`src/rtl/cam_i2c_pkg.sv`:
```
// Shared types and constants for the camera I2C register-write arbiter.
package cam_i2c_pkg;

  typedef enum logic [2:0] {
    IDLE,
    LOAD,
    SEND_ADDR,
    SEND_DATA,
    WAIT_DONE
  } state_e;

  localparam int unsigned XFER_BYTES        = 3;
  localparam logic [6:0]  DEV_ADDR_CAM0_DEF = 7'h48;
  localparam logic [6:0]  DEV_ADDR_CAM1_DEF = 7'h5D;

  // Address byte for a write transaction (R/W bit = 0).
  function automatic logic [7:0] addr_wr_byte(input logic [6:0] dev_addr);
    return {dev_addr, 1'b0};
  endfunction

endpackage

```
`src/rtl/cam_i2c_rr_arbiter.sv`:
```
// Two-way round-robin arbiter with a burst lock; grant is one-hot and held
// until the owner's burst completes.
module cam_i2c_rr_arbiter (
  input  logic       clk,
  input  logic       rst,
  input  logic [1:0] req,
  input  logic       lock_i,
  input  logic       done_i,
  output logic [1:0] grant
);

  logic [1:0] grant_q, grant_d;
  logic       rr_last_q, rr_last_d;

  always_comb begin
    grant_d   = grant_q;
    rr_last_d = rr_last_q;
    if (done_i) begin
      grant_d   = '0;
      rr_last_d = grant_q[1];
    end else if (!lock_i && (|req)) begin
      // Prefer the requester that did not own the bus last time.
      if (rr_last_q) grant_d = req[0] ? 2'b01 : 2'b10;
      else           grant_d = req[1] ? 2'b10 : 2'b01;
    end
  end

  always_ff @(posedge clk or posedge rst) begin
    if (rst) begin
      grant_q   <= '0;
      rr_last_q <= 1'b1;
    end else begin
      grant_q   <= grant_d;
      rr_last_q <= rr_last_d;
    end
  end

  assign grant = grant_q;

endmodule

```
`src/rtl/cam_i2c_write_arbiter.sv`:
```
// Shares the camera I2C master between two 3-byte register-write streams,
// with NACK retry. Optional stall watchdog enabled by `CAM_I2C_TIMEOUT_EN.
module cam_i2c_write_arbiter
  import cam_i2c_pkg::*;
#(
  parameter logic [6:0]  DEV_ADDR_CAM0  = DEV_ADDR_CAM0_DEF,
  parameter logic [6:0]  DEV_ADDR_CAM1  = DEV_ADDR_CAM1_DEF,
  parameter int unsigned MAX_RETRY      = 3
`ifdef CAM_I2C_TIMEOUT_EN
  ,
  parameter int unsigned TIMEOUT_CYCLES = 65535
`endif
) (
  input  logic        sysClk,
  input  logic        reset,
  input  logic [1:0]  req_valid,
  input  logic [15:0] req_byte,
  input  logic [1:0]  req_cam_id,
  input  logic [1:0]  req_last,
  output logic [1:0]  req_ready,
  output logic [7:0]  tx_byte,
  output logic        tx_valid,
  output logic        tx_start,
  output logic        tx_stop,
  input  logic        tx_ready,
  input  logic        xfer_done,
  input  logic        xfer_nack,
  output logic [1:0]  grant,
  output logic        busy,
  output logic        err_drop,
  output logic [7:0]  drop_count
);

  state_e     state_q, state_d;
  logic [1:0] byte_idx_q, byte_idx_d;
  logic [1:0] data_idx_q, data_idx_d;
  logic [7:0] xbuf_q [XFER_BYTES];
  logic [7:0] xbuf_d [XFER_BYTES];
  logic       cam_sel_q, cam_sel_d;
  logic       last_seen_q, last_seen_d;
  logic [2:0] retry_cnt_q, retry_cnt_d;
  logic [7:0] drop_count_q, drop_count_d;
  logic       err_drop_q, err_drop_d;
  logic [1:0] req_ready_q, req_ready_d;
  logic [7:0] tx_byte_q, tx_byte_d;
  logic       tx_valid_q, tx_valid_d;
  logic       tx_start_q, tx_start_d;
  logic       tx_stop_q, tx_stop_d;

  logic       g_sel;
  logic [7:0] in_byte;
  logic       in_cam;
  logic       in_last;
  logic       accept;
  logic       nack_evt;
  logic       ok_evt;
  logic       burst_done;
  logic       timeout_hit;

  cam_i2c_rr_arbiter u_arb (
    .clk    (sysClk),
    .rst    (reset),
    .req    (req_valid),
    .lock_i (state_q != IDLE),
    .done_i (burst_done),
    .grant  (grant)
  );

  always_comb begin
    state_d      = state_q;
    byte_idx_d   = byte_idx_q;
    data_idx_d   = data_idx_q;
    xbuf_d       = xbuf_q;
    cam_sel_d    = cam_sel_q;
    last_seen_d  = last_seen_q;
    retry_cnt_d  = retry_cnt_q;
    drop_count_d = drop_count_q;
    err_drop_d   = 1'b0;
    burst_done   = 1'b0;

    g_sel    = grant[1];
    in_byte  = g_sel ? req_byte[15:8] : req_byte[7:0];
    in_cam   = req_cam_id[g_sel];
    in_last  = req_last[g_sel];
    accept   = |(req_valid & req_ready_q);
    nack_evt = timeout_hit || ((state_q == WAIT_DONE) && xfer_done && xfer_nack);
    ok_evt   = (state_q == WAIT_DONE) && xfer_done && !xfer_nack;

    case (state_q)
      IDLE: begin
        if (|req_valid) begin
          state_d     = LOAD;
          byte_idx_d  = '0;
          last_seen_d = 1'b0;
        end
      end
      LOAD: begin
        if (accept) begin
          // A short burst zero-pads the bytes it never delivered.
          for (int unsigned i = 0; i < XFER_BYTES; i++) begin
            if (32'(byte_idx_q) == i)                 xbuf_d[i] = in_byte;
            else if (in_last && (i > 32'(byte_idx_q))) xbuf_d[i] = '0;
          end
          if (byte_idx_q == 2'd0) cam_sel_d = in_cam;
          last_seen_d = in_last;
          byte_idx_d  = byte_idx_q + 2'd1;
          if ((byte_idx_q == 2'd2) || in_last) state_d = SEND_ADDR;
        end
      end
      SEND_ADDR: begin
        if (tx_ready) begin
          state_d    = SEND_DATA;
          data_idx_d = '0;
        end
      end
      SEND_DATA: begin
        if (tx_ready) begin
          if (data_idx_q == 2'd2) state_d = WAIT_DONE;
          else                    data_idx_d = data_idx_q + 2'd1;
        end
      end
      WAIT_DONE: ;
      default:   state_d = IDLE;
    endcase

    // Completion handling; a watchdog expiry can preempt the SEND states.
    if (nack_evt && (32'(retry_cnt_q) < MAX_RETRY)) begin
      retry_cnt_d = retry_cnt_q + 3'd1;
      state_d     = SEND_ADDR;
    end else if (ok_evt || nack_evt) begin
      if (nack_evt) begin
        err_drop_d = 1'b1;
        if (drop_count_q != 8'hFF) drop_count_d = drop_count_q + 8'd1;
      end
      retry_cnt_d = '0;
      if (last_seen_q) begin
        state_d    = IDLE;
        burst_done = 1'b1;
      end else begin
        state_d    = LOAD;
        byte_idx_d = '0;
      end
    end

    req_ready_d = ((state_q == LOAD) && (state_d == LOAD)) ? grant : '0;
    tx_valid_d  = (state_d == SEND_ADDR) || (state_d == SEND_DATA);
    tx_start_d  = (state_d == SEND_ADDR);
    tx_stop_d   = (state_d == SEND_DATA) && (data_idx_d == 2'd2);
    tx_byte_d   = '0;
    if (state_d == SEND_ADDR) begin
      tx_byte_d = addr_wr_byte(cam_sel_d ? DEV_ADDR_CAM1 : DEV_ADDR_CAM0);
    end else if (state_d == SEND_DATA) begin
      for (int unsigned i = 0; i < XFER_BYTES; i++) begin
        if (32'(data_idx_d) == i) tx_byte_d = xbuf_d[i];
      end
    end
  end

`ifdef CAM_I2C_TIMEOUT_EN
  logic [15:0] wd_q, wd_d;
  logic        stall;

  always_comb begin
    stall = (((state_q == SEND_ADDR) || (state_q == SEND_DATA)) && !tx_ready) ||
            ((state_q == WAIT_DONE) && !xfer_done);
    timeout_hit = stall && (32'(wd_q) + 32'd1 >= TIMEOUT_CYCLES);
    wd_d = stall ? wd_q + 16'd1 : '0;
    if (timeout_hit || (state_d != state_q)) wd_d = '0;
  end

  always_ff @(posedge sysClk or posedge reset) begin
    if (reset) wd_q <= '0;
    else       wd_q <= wd_d;
  end
`else
  assign timeout_hit = 1'b0;
`endif

  always_ff @(posedge sysClk or posedge reset) begin
    if (reset) begin
      state_q      <= IDLE;
      byte_idx_q   <= '0;
      data_idx_q   <= '0;
      xbuf_q       <= '{default: '0};
      cam_sel_q    <= 1'b0;
      last_seen_q  <= 1'b0;
      retry_cnt_q  <= '0;
      drop_count_q <= '0;
      err_drop_q   <= 1'b0;
      req_ready_q  <= '0;
      tx_byte_q    <= '0;
      tx_valid_q   <= 1'b0;
      tx_start_q   <= 1'b0;
      tx_stop_q    <= 1'b0;
    end else begin
      state_q      <= state_d;
      byte_idx_q   <= byte_idx_d;
      data_idx_q   <= data_idx_d;
      xbuf_q       <= xbuf_d;
      cam_sel_q    <= cam_sel_d;
      last_seen_q  <= last_seen_d;
      retry_cnt_q  <= retry_cnt_d;
      drop_count_q <= drop_count_d;
      err_drop_q   <= err_drop_d;
      req_ready_q  <= req_ready_d;
      tx_byte_q    <= tx_byte_d;
      tx_valid_q   <= tx_valid_d;
      tx_start_q   <= tx_start_d;
      tx_stop_q    <= tx_stop_d;
    end
  end

  assign req_ready  = req_ready_q;
  assign tx_byte    = tx_byte_q;
  assign tx_valid   = tx_valid_q;
  assign tx_start   = tx_start_q;
  assign tx_stop    = tx_stop_q;
  assign busy       = (state_q != IDLE);
  assign err_drop   = err_drop_q;
  assign drop_count = drop_count_q;

endmodule

```
`config.mk`:
```
export PLATFORM = sky130hd
export DESIGN_NAME = cam_i2c_write_arbiter
export DESIGN_NICKNAME = d
export VERILOG_FILES = /design/src/rtl/cam_i2c_pkg.sv /design/src/rtl/cam_i2c_rr_arbiter.sv /design/src/rtl/cam_i2c_write_arbiter.sv
export SDC_FILE = /design/constraint.sdc
export NUM_CORES = 1
export LEC_CHECK = 0
export ABC_AREA = 1
export CORE_MARGIN = 4
export CORE_UTILIZATION = 41
export DETAILED_ROUTE_END_ITERATION = 7
export SYNTH_ARGS = -nofsm -noshare
export SYNTH_HDL_FRONTEND = slang
export SYNTH_SLANG_ARGS = --single-unit
```
`constraint.sdc`:
```
create_clock -name sysClk -period 2.9 [get_ports sysClk]
set_input_delay 0.58 -clock sysClk [delete_from_list [all_inputs] [get_ports sysClk]]
set_output_delay 0.58 -clock sysClk [all_outputs]
set_load 0.01 [all_outputs]
```
==> summary.txt, run 1 <==
Global routing
  • First-pass GRT wire length: 11410 µm
  • Grt total ovfl: 0
  • Met1 Usage GRT: 0.2290
  • Vias in the first global route: 2342
  • Largest net degree at the start of global routing: 28
  • GRT Total Usage: 0.1655
  • GRT met3 Usage: 0.03665
  • GRT busiest layer: met2
  • Antenna violations before repair: 0
  • GR Layer Usage met2: 0.2559

Finish
  • Fill cells: 711
  • Finished Cell Area: 3859 µm²
  • Commonest non-fill, non-tap cell in the layout: nand2_1
  • # diodes: 0
  • Nets: 465
  • FF/Latch Area: 1528 µm²
  • Multi-input gate area: 1351 µm²
  • Commonest cells after routing, fill and taps aside: nand2_1 (161), dfrtp_1 (60), clkdlybuf4s50_1 (51), nand3_1 (32), inv_1 (25)
  • P&R area growth vs syn: 26.03%
  • Layout cells sized above 1: 0.1218

Die
  • Die H: 94.42 µm
  • FP Rows: 31
  • # IOs: 52
  • Initial core utilization: 0.4221
  • Die area: 8914 µm²
  • Core area: about 7300 µm²
  • Die width: 94.42 µm

Timing
  • Worst-Margin Slew: 0.5594 ns
  • Final min period: 2.256 ns
  • FMAX: approximately 440 MHz
  • RSZ-0062 raised after global routing: no
  • Hold Fails Final Rpt: 0
  • Final setup TNS: 0 ns
  • Setup-failing EPs final: 0
  • Fin Clk Skew: 0.005149 ns
  • WHS: 0.4728 ns
  • Fin crit share: 0.7779
  • Final slew viol count: 0
  • Slew HR: 0.6265

Clocking
  • Root Buffer: clkbuf_8
  • CTS Buf Count: 9
  • Deepest clock path buffer count: 2
  • Worst-path clk slew: 0.07 ns
  • Setup Buffers After CTS: 0
  • Worst-Skew Late Latency: ~0.33 ns
  • PostCTS Resize Cnt: 0
  • TritonCTS clock tree: built
  • Cts hold-fix bufs: 0
  • CTS Sinks: 61
  • H-tree depth: 3

Synth
  • Post-Synthesis Cell Area: between 3000 and 4000 µm²
  • Synth unique cells: 32
  • Mapped Nets: 408
  • Seq/Total Area, Yosys: 0.4990
  • Cells after Synth: 374
  • Yosys reg bits: 61
  • Dominant cells by area after synthesis: dfrtp_1 (49%), nand2_1 (20%), nand3_1 (5.2%)
  • Share of the synthesized area in the top cell type: 0.4904
  • Biggest area consumer among synthesized cells: dfrtp_1
  • Syn Area/Cell: 8.186 µm²
  • YS warnings: 0

Worst setup path
  • Worst setup EP type: output port
  • Crit path max fanout: 8
  • Req. time, crit path: 2.32 ns
  • CP arrival: 1.68 ns
  • Critical path class: reg -> out
  • Setup crit start kind: register

Pwr
  • Peak VDD IR: roughly 0.30 mV
  • PwrDens: 879.4 nW/µm²
  • PnR Total Power: 3.393 mW
  • Pleak: 2.009 nW

Status
  • Status: completed

Placement
  • Hpwl dp: 5211 µm
  • IO buf count: 51
  • Dpl cell area: about 3700 µm²
  • Final Wtd Congestion: 0.8113

Run
  • MaxCap Viol Count: 0

Routing
  • DRC viols: 0
  • Routed wire per std cell: 12.69 µm
  • First-pass DRT Iterations: 4
  • Via count: between 2000 and 3000
  • Final wirelength: 6779 µm
  • Final ANT Viol Nets: 0
  • Iter 0 DRT Violations: around 110
  • Vias/cell: 4.697

Worst hold path
  • Worst hold path type: reg -> reg
==> final cells by class <==
| type | instances | share of cell area |
|---|---|---|
| timing repair buffer | 54 | 0.1414 |
| clock inverter | 1 | 0.001297 |
| sequential | 61 | 0.3959 |
| inverter | 35 | 0.03437 |
| multi-input combinational | 270 | 0.3502 |
| tap | 99 | 0.03210 |
| clock buffer | 14 | 0.04475 |
==> registers in the layout, summed over array words and instances, names as in the netlist, 2 cells and up <==
| name | count |
|---|---|
| xbuf_q | 24 |
| drop_count | 8 |
| tx_byte | 8 |
| retry_cnt_q | 3 |
| state_q | 3 |
| byte_idx_q | 2 |
| data_idx_q | 2 |
| req_ready | 2 |
| u_arb.grant | 2 |
==> final timing paths <==
check	slack [ns]	cells past startpoint	startpoint	to
hold reg to reg	0.47	2	xbuf_q[10]$_DFF_PP0_	xbuf_q[10]$_DFF_PP0_
min in group asynchronous	0.62	2	reset	drop_count[2]$_DFFE_PP0P_
max in group asynchronous	1.66	3	reset	u_arb.rr_last_q$_DFFE_PP1P_
setup reg to reg	0.96	10	byte_idx_q[0]$_DFF_PP0_	tx_byte[3]$_DFF_PP0_
setup / recovery	0.64	3	state_q[0]$_DFF_PP0_	busy
hold / removal	0.47	2	xbuf_q[10]$_DFF_PP0_	xbuf_q[10]$_DFF_PP0_
==> where the power goes <==
group	switching (mW)	leakage [nW]	internal, mW
Combinational	0.895	1.12	0.536
Sequential	0.156	0.796	1.12
Clock	0.313	0.0926	0.375
==> per-stage QoR <==
step	setup WS (ns)	util	std cells
floorplan	0.8086	-	374
global placement	0.5826	0.5075	519
detailed placement	0.5551	0.5075	519
CTS	0.6133	0.5320	534
global route	0.5099	0.5320	534
finish	0.6442	0.5320	534
==> layer usage <==
| metal | share of wire | wire length [µm] |
|---|---|---|
| met1 | 0.48 | 3274 |
| met3 | 0.046 | 312 |
| met2 | 0.46 | 3099 |
| met5 | 0 | 0 |
| met4 | 0.014 | 93 |
==> worst max-delay path, stage by stage (launching register included) <==
cell	delay [ns]
dfrtp_1	0.48
nor3_1	0.32
inv_1	0.07
clkdlybuf4s50_1	0.48
==> cells in the mapped netlist (all sizes together) <==
master / instances
o31ai: 1
a22o: 1
a21oi: 5
o21ai: 16
nand3: 35
dfstp: 1
buf: 7
nand3b: 1
nor3: 2
and3: 1
xor2: 4
xnor2: 3
nand2: 171
clkinv: 1
a221oi: 1
dfrtp: 60
nor2: 20
ha: 7
clkbuf: 1
nand4: 2
inv: 34
==> kinds of logic after synthesis <==
group | count (synthesis) | share of synthesized area
and+or+nand+nor | 232 | 0.3371
DFF | 61 | 0.4990
buffers and inverters | 43 | 0.05966
AOI/OAI and AO/OA | 24 | 0.05558
xor gates and xnor gates | 7 | 0.02002
adders and majority gates | 7 | 0.02861
Note: power is estimated with default switching activity, not from simulation.
==> inputs of run 2 (changes only) <==
==> constraint.sdc (replaced) <==
create_clock -name sysClk -period 2.35 [get_ports sysClk]
set_input_delay 0.47 -clock sysClk [delete_from_list [all_inputs] [get_ports sysClk]]
set_output_delay 0.47 -clock sysClk [all_outputs]
set_load 0.01 [all_outputs]
==> run 2 against run 1 <==
  * Combinational power grew 28%
  * Clock power grew 32%
  * Die area is the same
  * Non-clock buffer count increased by 3
  * First-iteration DRC count shrank 0.95%
  * Worst setup slack worse by 0.44 ns
  * Utilization is 0.48 points higher
  * Largest cell class unchanged
  * Largest power group unchanged
  * Highest routed layer unchanged
==> summary.txt, run 2 (synthesis gave the netlist of run 1 again) <==
Die
  • # IOs: 52 (unchanged)
  • Die area: 8914 µm² (unchanged)
  • FP Rows: 31 (unchanged)
  • Die H: 94.42 µm (unchanged)
  • Core area: 7253 µm² (unchanged)
  • Initial core utilization: 0.4221 (unchanged)
  • Die width: 94.42 µm (unchanged)

Routing
  • Vias/cell: 4.677 (-0.43%)
  • Met1 Routed Length: 3237 µm (-1.1%)
  • Met3 wire length: 370 µm (+19%)
  • Routed wire per std cell: 12.62 µm (-0.58%)
  • First-pass DRT Iterations: 4 (unchanged)
  • Final ANT Viol Nets: 0 (unchanged)
  • Top layer in use: met4
  • Iter 0 DRT Violations: 104 (-0.95%)
  • Met2 Routed Length: 3108 µm (+0.29%)
  • Via count: 2516 (+0.32%)
  • Final wirelength: 6790 µm (+0.16%)
  • DRC viols: 0 (unchanged)

Clocking
  • TritonCTS clock tree: built
  • Worst-path clk slew: 0.07 ns (about the same)
  • CTS Buf Count: 9 (unchanged)
  • H-tree depth: 3 (unchanged)
  • Deepest clock path buffer count: 2 (unchanged)
  • Worst-Skew Late Latency: 0.34 ns (about the same)
  • Setup Buffers After CTS: 0 (unchanged)
  • CTS Sinks: 61 (unchanged)
  • PostCTS Resize Cnt: 0 (unchanged)
  • Root Buffer: clkbuf_8
  • Cts hold-fix bufs: 0 (unchanged)

Finish
  • # diodes: 0 (unchanged)
  • Commonest cells after routing, fill and taps aside: nand2_1 (161), dfrtp_1 (60), clkdlybuf4s50_1 (51), nand3_1 (32), inv_1 (25)
  • Nets: 468 (+0.65%)
  • Layout cells sized above 1: 0.1344 (+0.01256)
  • Commonest non-fill, non-tap cell in the layout: nand2_1
  • Finished Layout Cells: 538 (+0.75%)
  • Finished Cell Area: 3894 µm² (+0.91%)
  • Max reg flops: 24 (unchanged)
  • Largest Register: xbuf_q
  • P&R area growth vs syn: 27.18%

Pwr
  • Peak VDD IR: 0.5113 mV (+68%)
  • Pleak: 2.029 nW (+1.0%)
  • PwrDens: 1103 nW/µm² (+25%)

Timing
  • Worst-Margin Slew: 0.3707 ns (-0.1887 ns)
  • Hold Fails Final Rpt: 0 (unchanged)
  • RSZ-0062 raised after global routing: no
  • Slew HR: 0.7529 (+0.1264)
  • Setup-failing EPs final: 0 (unchanged)
  • Fin Clk Skew: 0.008052 ns (+0.002903 ns)
  • Final setup TNS: 0 ns (unchanged)
  • Final min period: about 2.1 ns
  • FMAX: roughly 470 MHz
  • Fin crit share: 0.9145
  • Final slew viol count: 0 (unchanged)

Status
  • Status: completed

Global routing
  • First-pass GRT wire length: 11360 µm (-0.36%)
  • Antenna violations before repair: 0 (unchanged)
  • Grt total ovfl: 0 (unchanged)
  • Vias in the first global route: 2384 (+1.8%)
  • Largest net degree at the start of global routing: 62 (+120%)
  • GRT Total Usage: 0.1644 (-0.001017)

Placement
  • Dpl cell area: 3704 µm² (+0.61%)
  • Final Wtd Congestion: 0.7972 (-1.7%)
  • Hpwl dp: 5068 µm (-2.7%)
  • IO buf count: 51 (unchanged)
  • Dpl cells: 522 (+0.58%)

Worst setup path
  • Setup crit start kind: register
  • Critical path class: reg -> out
  • Reg2Reg Launch Point: state_q[1]$_DFF_PP0_
  • CP arrival: 1.68 ns (about the same)
  • Worst setup EP type: output port
  • CP startpoint: state_q[0]$_DFF_PP0_
  • Crit path max fanout: 8 (unchanged)
  • Req. time, crit path: 1.88 ns (-0.44 ns)

Run
  • MaxCap Viol Count: 0 (unchanged)

Worst hold path
  • Worst hold path type: reg -> reg
  • Hold Crit Start: xbuf_q[15]$_DFF_PP0_
==> run 2: cell count changes in the layout (fill, tap and decap cells not counted) <==
cell	change
buf_4	+3
clkinv_2	+3
clkinv_4	+1
clkinvlp_4	+1
bufinv_16	+1
clkbuf_8	-3
clkbuf_1	-2
==> run 2: path summary, 6_finish.rpt <==
kind                                          endpoint  slack (ns)  depth (start not counted)
max in group asynchronous  u_arb.rr_last_q$_DFFE_PP1P_        1.52                          3
max                                               busy        0.20                          3
max reg2reg                       tx_byte[5]$_DFF_PP0_        0.52                         10
min in group asynchronous    drop_count[1]$_DFFE_PP0P_        0.49                          3
min reg2reg                       xbuf_q[15]$_DFF_PP0_        0.48                          2
min                               xbuf_q[15]$_DFF_PP0_        0.48                          2
==> run 2: routing by layer <==
layer  up-vias  track usage
met5         -            0
met4         0      0.06017
met3         6      0.03904
met2        70       0.2553
met1      1147       0.2246
li1       1293            -
==> run 2: metrics by stage <==
step / total power, mW / hold slack, ns / utilization / setup WS (ns)
final: 4.294 / 0.4774 / 0.5368 / 0.2009
after global routing: 4.620 / 0.4946 / 0.5368 / 0.07970
after CTS: 4.328 / 0.4788 / 0.5368 / 0.1722
after detailed placement: 3.409 / 0.4608 / 0.5106 / 0.07037
after global placement: 3.376 / 0.4520 / 0.5106 / 0.1229
after floorplan: 2.808 / 0.4379 / - / 0.3686
==> run 2: power by group <==
| group | switching [mW] | leakage (nW) | internal (mW) |
|---|---|---|---|
| Combinational | 1.14 | 1.13 | 0.688 |
| Clock | 0.425 | 0.0987 | 0.483 |
| Sequential | 0.176 | 0.796 | 1.38 |
| Total | 1.74 | 2.03 | 2.55 |
==> run 2: worst max-delay path, cell delays in order (launching register included) <==
cell	delay [ns]
dfrtp_1	0.48
nor3_1	0.32
inv_1	0.07
clkdlybuf4s50_1	0.48
==> run 2: area by class of cell <==
class / instances / area [µm²]
fill: 714 / 3359
sequential: 61 / 1528
multi-input combinational: 270 / 1351
timing repair buffer: 57 / 568.0
inverter: 35 / 132.6
clock buffer: 9 / 123.9
tap: 99 / 123.9
clock inverter: 7 / 66.31
==> edit 1 (flow settings as in run 2) <==
Remove the register `err_drop_q`: a continuous assignment takes its place, so the output `err_drop` follows one clock earlier.
--- a/src/rtl/cam_i2c_write_arbiter.sv
+++ b/src/rtl/cam_i2c_write_arbiter.sv
@@ -187,5 +187,4 @@
       retry_cnt_q  <= '0;
       drop_count_q <= '0;
-      err_drop_q   <= 1'b0;
       req_ready_q  <= '0;
       tx_byte_q    <= '0;
@@ -202,5 +201,4 @@
       retry_cnt_q  <= retry_cnt_d;
       drop_count_q <= drop_count_d;
-      err_drop_q   <= err_drop_d;
       req_ready_q  <= req_ready_d;
       tx_byte_q    <= tx_byte_d;
@@ -210,4 +208,6 @@
     end
   end
+
+  assign err_drop_q = err_drop_d;
 
   assign req_ready  = req_ready_q;
Behaviour: no difference found for any inputs over 10 cycles, from zero or initial values and one cycle with reset high; that may be too few to reach the edited logic, so the function may still have changed.
==> edit 1 against run 2 <==
  * Via count grew 1.2%
  * Sequential share of layout area shrank 0.84 points
  * Total power down 0.30%
  * Setup slack worse by 0.093 ns
  * Clock power up 2.9%
  * Count of clock-buffer cells in the layout rose by 1
  * Clock skew is 0.00050 ns higher
  * Cell area up 0.67%
  * Routed wire length up 4.5%
  * Sequential cell count fell by 1
  * Area after synthesis decreased by 1.5%
  * Critical path type unchanged
  * Largest power group unchanged
  * Highest routed layer unchanged
==> edit 1: results (changes against run 2) <==
INFO  metric dp.cells = 527 (was 522)
INFO  metric synth.yosys.seq_area_share = 49.8% (was 49.9%)
INFO  metric worst-slew-pin-transition = 0.480 ns (was 0.371 ns)
INFO  metric final_stage_net_count = 475 (was 468)
INFO  metric worstSetupStartpoint = state_q[1]$_DFF_PP0_ (was state_q[0]$_DFF_PP0_)
INFO  metric synth.net_count = 407 (was 408)
INFO  metric synth.avg_cell_area = 8.08 um2 (was 8.19 um2)
INFO  metric detailed_place_hpwl = 5290 um (was 5070 um)
INFO  metric timing.hold.worst.class = input port to asynchronous set/reset pin (was register to register)
INFO  metric finalHoldWorstSlack = 0.435 ns (was 0.477 ns)
INFO  metric yosys-top-cells-area = sky130_fd_sc_hd__dfrtp_1 49%, sky130_fd_sc_hd__nand2_1 19%, sky130_fd_sc_hd__nand3_1 5.6%, sky130_fd_sc_hd__inv_1 4.4%, sky130_fd_sc_hd__ha_1 2.9% (was sky130_fd_sc_hd__dfrtp_1 49%, sky130_fd_sc_hd__nand2_1 20%, sky130_fd_sc_hd__nand3_1 5.2%, sky130_fd_sc_hd__inv_1 3.2%, sky130_fd_sc_hd__ha_1 2.9%)
INFO  metric worst-r2r-cell-count = 11 (was 10)
INFO  metric dr.first_iter.drc_count = 201 (was 104)
INFO  metric post_synth_num_cell_types = 34 (was 32)
INFO  metric num-fill-cells = 708 (was 714)
INFO  metric first_global_vias = 2,430 (was 2,384)
INFO  metric critical_path.max_fanout = 6 (was 8)
INFO  metric worst_ep_arrival_time = 1.77 ns (was 1.68 ns)
INFO  metric power.static_leakage = 2.05 nW (was 2.03 nW)
INFO  metric wire_per_inst = 13.0 um (was 12.6 um)
INFO  metric reg2reg_setup_slack = 0.50 ns (was 0.52 ns)
INFO  metric placedInstanceArea = 0.00370 mm2 (about the same)
INFO  metric r2r_end = tx_byte[1]$_DFF_PP0_ (was tx_byte[5]$_DFF_PP0_)
INFO  metric grtUsageTotal = 17.5% (was 16.4%)
INFO  metric result_of_the_run = completed (unchanged)
INFO  metric avgViaCountPerCell = 4.67 (was 4.68)
INFO  metric ys_top_cells_by_count = 156 x sky130_fd_sc_hd__nand2_1, 59 x sky130_fd_sc_hd__dfrtp_1, 35 x sky130_fd_sc_hd__inv_1, 34 x sky130_fd_sc_hd__nand3_1, 14 x sky130_fd_sc_hd__o21ai_0 (was 161 x sky130_fd_sc_hd__nand2_1, 60 x sky130_fd_sc_hd__dfrtp_1, 32 x sky130_fd_sc_hd__nand3_1, 26 x sky130_fd_sc_hd__inv_1, 14 x sky130_fd_sc_hd__o21ai_0)
INFO  metric grt_start_max_net_pins = 43 (was 62)
INFO  metric fmax = 446 MHz (was 465 MHz)
INFO  metric finalClockSkew = 0.00855 ns (was 0.00805 ns)
INFO  metric multi_input_area = 0.00132 mm2 (was 0.00135 mm2)
-- edit 1: cell count changes in the layout (fill, tap and decap cells not counted), moves of 3 or more --
cell | before | now
sky130_fd_sc_hd__clkinv_2 | 5 | 2
sky130_fd_sc_hd__nand2_2 | 4 | 7
sky130_fd_sc_hd__dfrtp_1 | 60 | 57
sky130_fd_sc_hd__nand2_1 | 161 | 156
sky130_fd_sc_hd__inv_1 | 25 | 34
sky130_fd_sc_hd__nand2_4 | 6 | 2
sky130_fd_sc_hd__buf_4 | 5 | 13
sky130_fd_sc_hd__inv_2 | 9 | 5
-- edit 1: repair_timing --
action,in CTS,in global routing
endpoints found under the setup margin,0,1
buffers inserted,0,2
endpoints found under the hold margin,0,0
gates resized for setup,0,3
-- edit 1: cells by family after synthesis --
group | count (synthesis) | share of synthesized area [%]
xor gates and xnor gates | 6 | 1.74
and+or+nand+nor | 226 | 32.6
buffers and inverters | 47 | 6.72
adders and majority gates | 7 | 2.90
DFF | 60 | 49.8
AOI/OAI and AO/OA | 27 | 6.18
-- edit 1: area by class of cell --
| type | instances | share of cell area, % |
|---|---|---|
| Tap cell | 99 | 3.16 |
| Clock inverter | 6 | 1.63 |
| Timing Repair Buffer | 65 | 16.0 |
| Inverter | 39 | 3.73 |
| Multi-Input combinational cell | 266 | 33.5 |
| Clock buffer | 10 | 3.51 |
| Sequential cell | 60 | 38.4 |
-- edit 1: layer usage --
layer	up-vias	wire, um	GRT usage (%)
li1	1307	-	-
met1	1156	3270	24.9
met2	72	3250	25.7
met3	10	476	4.73
met4	0	100	5.78
met5	-	0	0
-- edit 1: power breakdown --
group          switching [W]  internal, W
combinational        0.00112     0.000698
clock               0.000420     0.000516
sequential          0.000168      0.00136
==> edit 2 (settings of run 2) <==
Made on the original files. Build with the macro `CAM_I2C_TIMEOUT_EN` defined.
--- a/src/rtl/cam_i2c_write_arbiter.sv
+++ b/src/rtl/cam_i2c_write_arbiter.sv
@@ -1,4 +1,6 @@
 // Shares the camera I2C master between two 3-byte register-write streams,
 // with NACK retry. Optional stall watchdog enabled by `CAM_I2C_TIMEOUT_EN.
+`define CAM_I2C_TIMEOUT_EN
+
 module cam_i2c_write_arbiter
   import cam_i2c_pkg::*;
Behaviour: no difference found for any inputs over 10 cycles, from zero or initial values and one cycle with reset high; that may be too few to reach the edited logic, so the function may still have changed.
==> edit 2 against run 2 <==
  * Hold slack worse by 0.0047 ns
  * First-iteration DRC count up 29%
  * Largest cell class unchanged
  * Synthesized cell count grew 29%
  * Critical path depth up 13
  * Setup slack worse by 0.15 ns
  * Sequential cell count is 16 higher
  * Total power is 20% higher
  * Routed wire length increased by 38%
  * Count of clock-buffer cells in the layout grew 3
  * Area after synthesis is 28% higher
  * Sequential share of layout area fell by 2.9 points
  * Cell area increased by 37%
==> edit 2: results (changes against run 2) <==
INFO  metric finalClockSkew = 0.00798 ns (was 0.00805 ns)
INFO  metric synth.yosys.seq_area_share = 49.0% (was 49.9%)
INFO  metric result_of_the_run = completed (unchanged)
INFO  metric dr.first_iter.drc_count = 134 (was 104)
INFO  metric yosys-top-cells-area = sky130_fd_sc_hd__dfrtp_1 48%, sky130_fd_sc_hd__nand2_1 10%, sky130_fd_sc_hd__inv_1 5.9%, sky130_fd_sc_hd__nand3_1 5.9%, sky130_fd_sc_hd__nor2_1 5.1% (was sky130_fd_sc_hd__dfrtp_1 49%, sky130_fd_sc_hd__nand2_1 20%, sky130_fd_sc_hd__nand3_1 5.2%, sky130_fd_sc_hd__inv_1 3.2%, sky130_fd_sc_hd__ha_1 2.9%)
INFO  metric cp_slowest_cell = sky130_fd_sc_hd__dfrtp_2 (was sky130_fd_sc_hd__dfrtp_1)
INFO  metric vias = 3,444 (was 2,516)
INFO  metric grt_pass1_wl = 15,900 um (was 11,400 um)
INFO  metric detailed_place_hpwl = 7020 um (was 5070 um)
INFO  metric slew_headroom = 57.1% (was 75.3%)
INFO  metric num-fill-cells = 858 (was 714)
INFO  metric crit_path_max_incr_delay = 0.46 ns (was 0.48 ns)
INFO  metric final_stage_net_count = 612 (was 468)
INFO  metric first_global_vias = 3,319 (was 2,384)
INFO  metric grt_start_max_net_pins = 42 (was 62)
INFO  metric critical_path.top_delay_family = simple AND/OR/NAND/NOR gates (was buffers and inverters)
INFO  metric grtUsageTotal = 17.3% (was 16.4%)
INFO  metric critical_path.max_fanout = 5 (was 8)
INFO  metric peakVddDrop = 0.517 mV (was 0.511 mV)
INFO  metric gp_congestion = 0.865 (was 0.797)
INFO  metric layout-drive-gt1-share = 18.8% (was 13.4%)
INFO  metric power.static_leakage = 2.48 nW (was 2.03 nW)
INFO  metric worst_ep_arrival_time = 2.54 ns (was 1.68 ns)
INFO  metric synth.net_count = 519 (was 408)
INFO  metric async_reset_ff_share = 100% (unchanged)
-- edit 2: layout make-up --
class,count,area share [%]
clock buffers,12,2.73
clock inverters,4,1.79
inverters,63,4.66
multi-input cells,337,35.9
flip-flops and latches,77,36.3
well taps,129,3.04
repair buffers,88,15.6
-- edit 2: repair_timing --
item                       4_1_cts  5_1_grt
setup buffers                    0        1
cloned                           0        0
gates resized for setup          5       44
pin swaps                        0       17
setup endpoints to repair       13       28
-- edit 2: cell families (layout without fill, tap and decap cells) --
kind of cell / count (synthesis) / after routing / share of synthesized area [%]
xor gates and xnor gates: 9 / 9 / 2.00
AOI/OAI and AO/OA: 72 / 72 / 11.2
muxes: 2 / 2 / 0.509
and+or+nand+nor: 245 / 245 / 27.5
adders and majority gates: 9 / 9 / 2.86
buffers and inverters: 69 / 167 / 6.84
DFF: 77 / 77 / 49.0
-- edit 2: power breakdown --
group / internal (W) / total (W) / switching, W
clock network: 0.000735 / 0.00122 / 0.000488
registers: 0.00165 / 0.00181 / 0.000157
logic: 0.000907 / 0.00211 / 0.00120
total: 0.00329 / 0.00514 / 0.00185
-- edit 2: routing by layer --
metal / wire length, um / track usage [%] / vias up / share of wire [%]
met4: 133 / 5.83 / 0 / 1.4
met3: 331 / 2.79 / 11 / 3.5
met5: 0 / 0 / - / 0
met2: 4440 / 26.1 / 47 / 47
met1: 4500 / 25.4 / 1635 / 48
li1: - / - / 1751 / -
-- edit 2: worst paths after layout --
| kind | depth (start not counted) | slack, ns | endpoint | start |
|---|---|---|---|---|
| hold / removal | 2 | 0.47 | wd_q[11]$_DFF_PP0_ | reset |
| max in group asynchronous | 3 | 1.24 | u_arb.rr_last_q$_DFFE_PP1P_ | reset |
| setup reg to reg | 16 | 0.05 | retry_cnt_q[2]$_DFFE_PP0P_ | wd_q[0]$_DFF_PP0_ |
| setup / recovery | 16 | 0.05 | retry_cnt_q[2]$_DFFE_PP0P_ | wd_q[0]$_DFF_PP0_ |
| min in group sysClk | 2 | 0.47 | xbuf_q[6]$_DFF_PP0_ | xbuf_q[6]$_DFF_PP0_ |
| hold reg to reg | 2 | 0.47 | xbuf_q[6]$_DFF_PP0_ | xbuf_q[6]$_DFF_PP0_ |
-- edit 2: stage by stage --
stage / cells / total power [W] / worst slack, ns / cell area [um2] / setup TNS, ns
6_report: 710 / 0.00514 / 0.0476 / 5320 / 0
5_1_grt: 710 / 0.00551 / -0.109 / 5320 / -1.96
4_1_cts: 709 / 0.00498 / 0.00568 / 5130 / 0
3_5_place_dp: 693 / 0.00372 / -0.194 / 4870 / -1.01
3_3_place_gp: 693 / 0.00369 / -0.216 / 4870 / -1.14
2_1_floorplan: 483 / 0.00288 / 0.274 / 3940 / 0
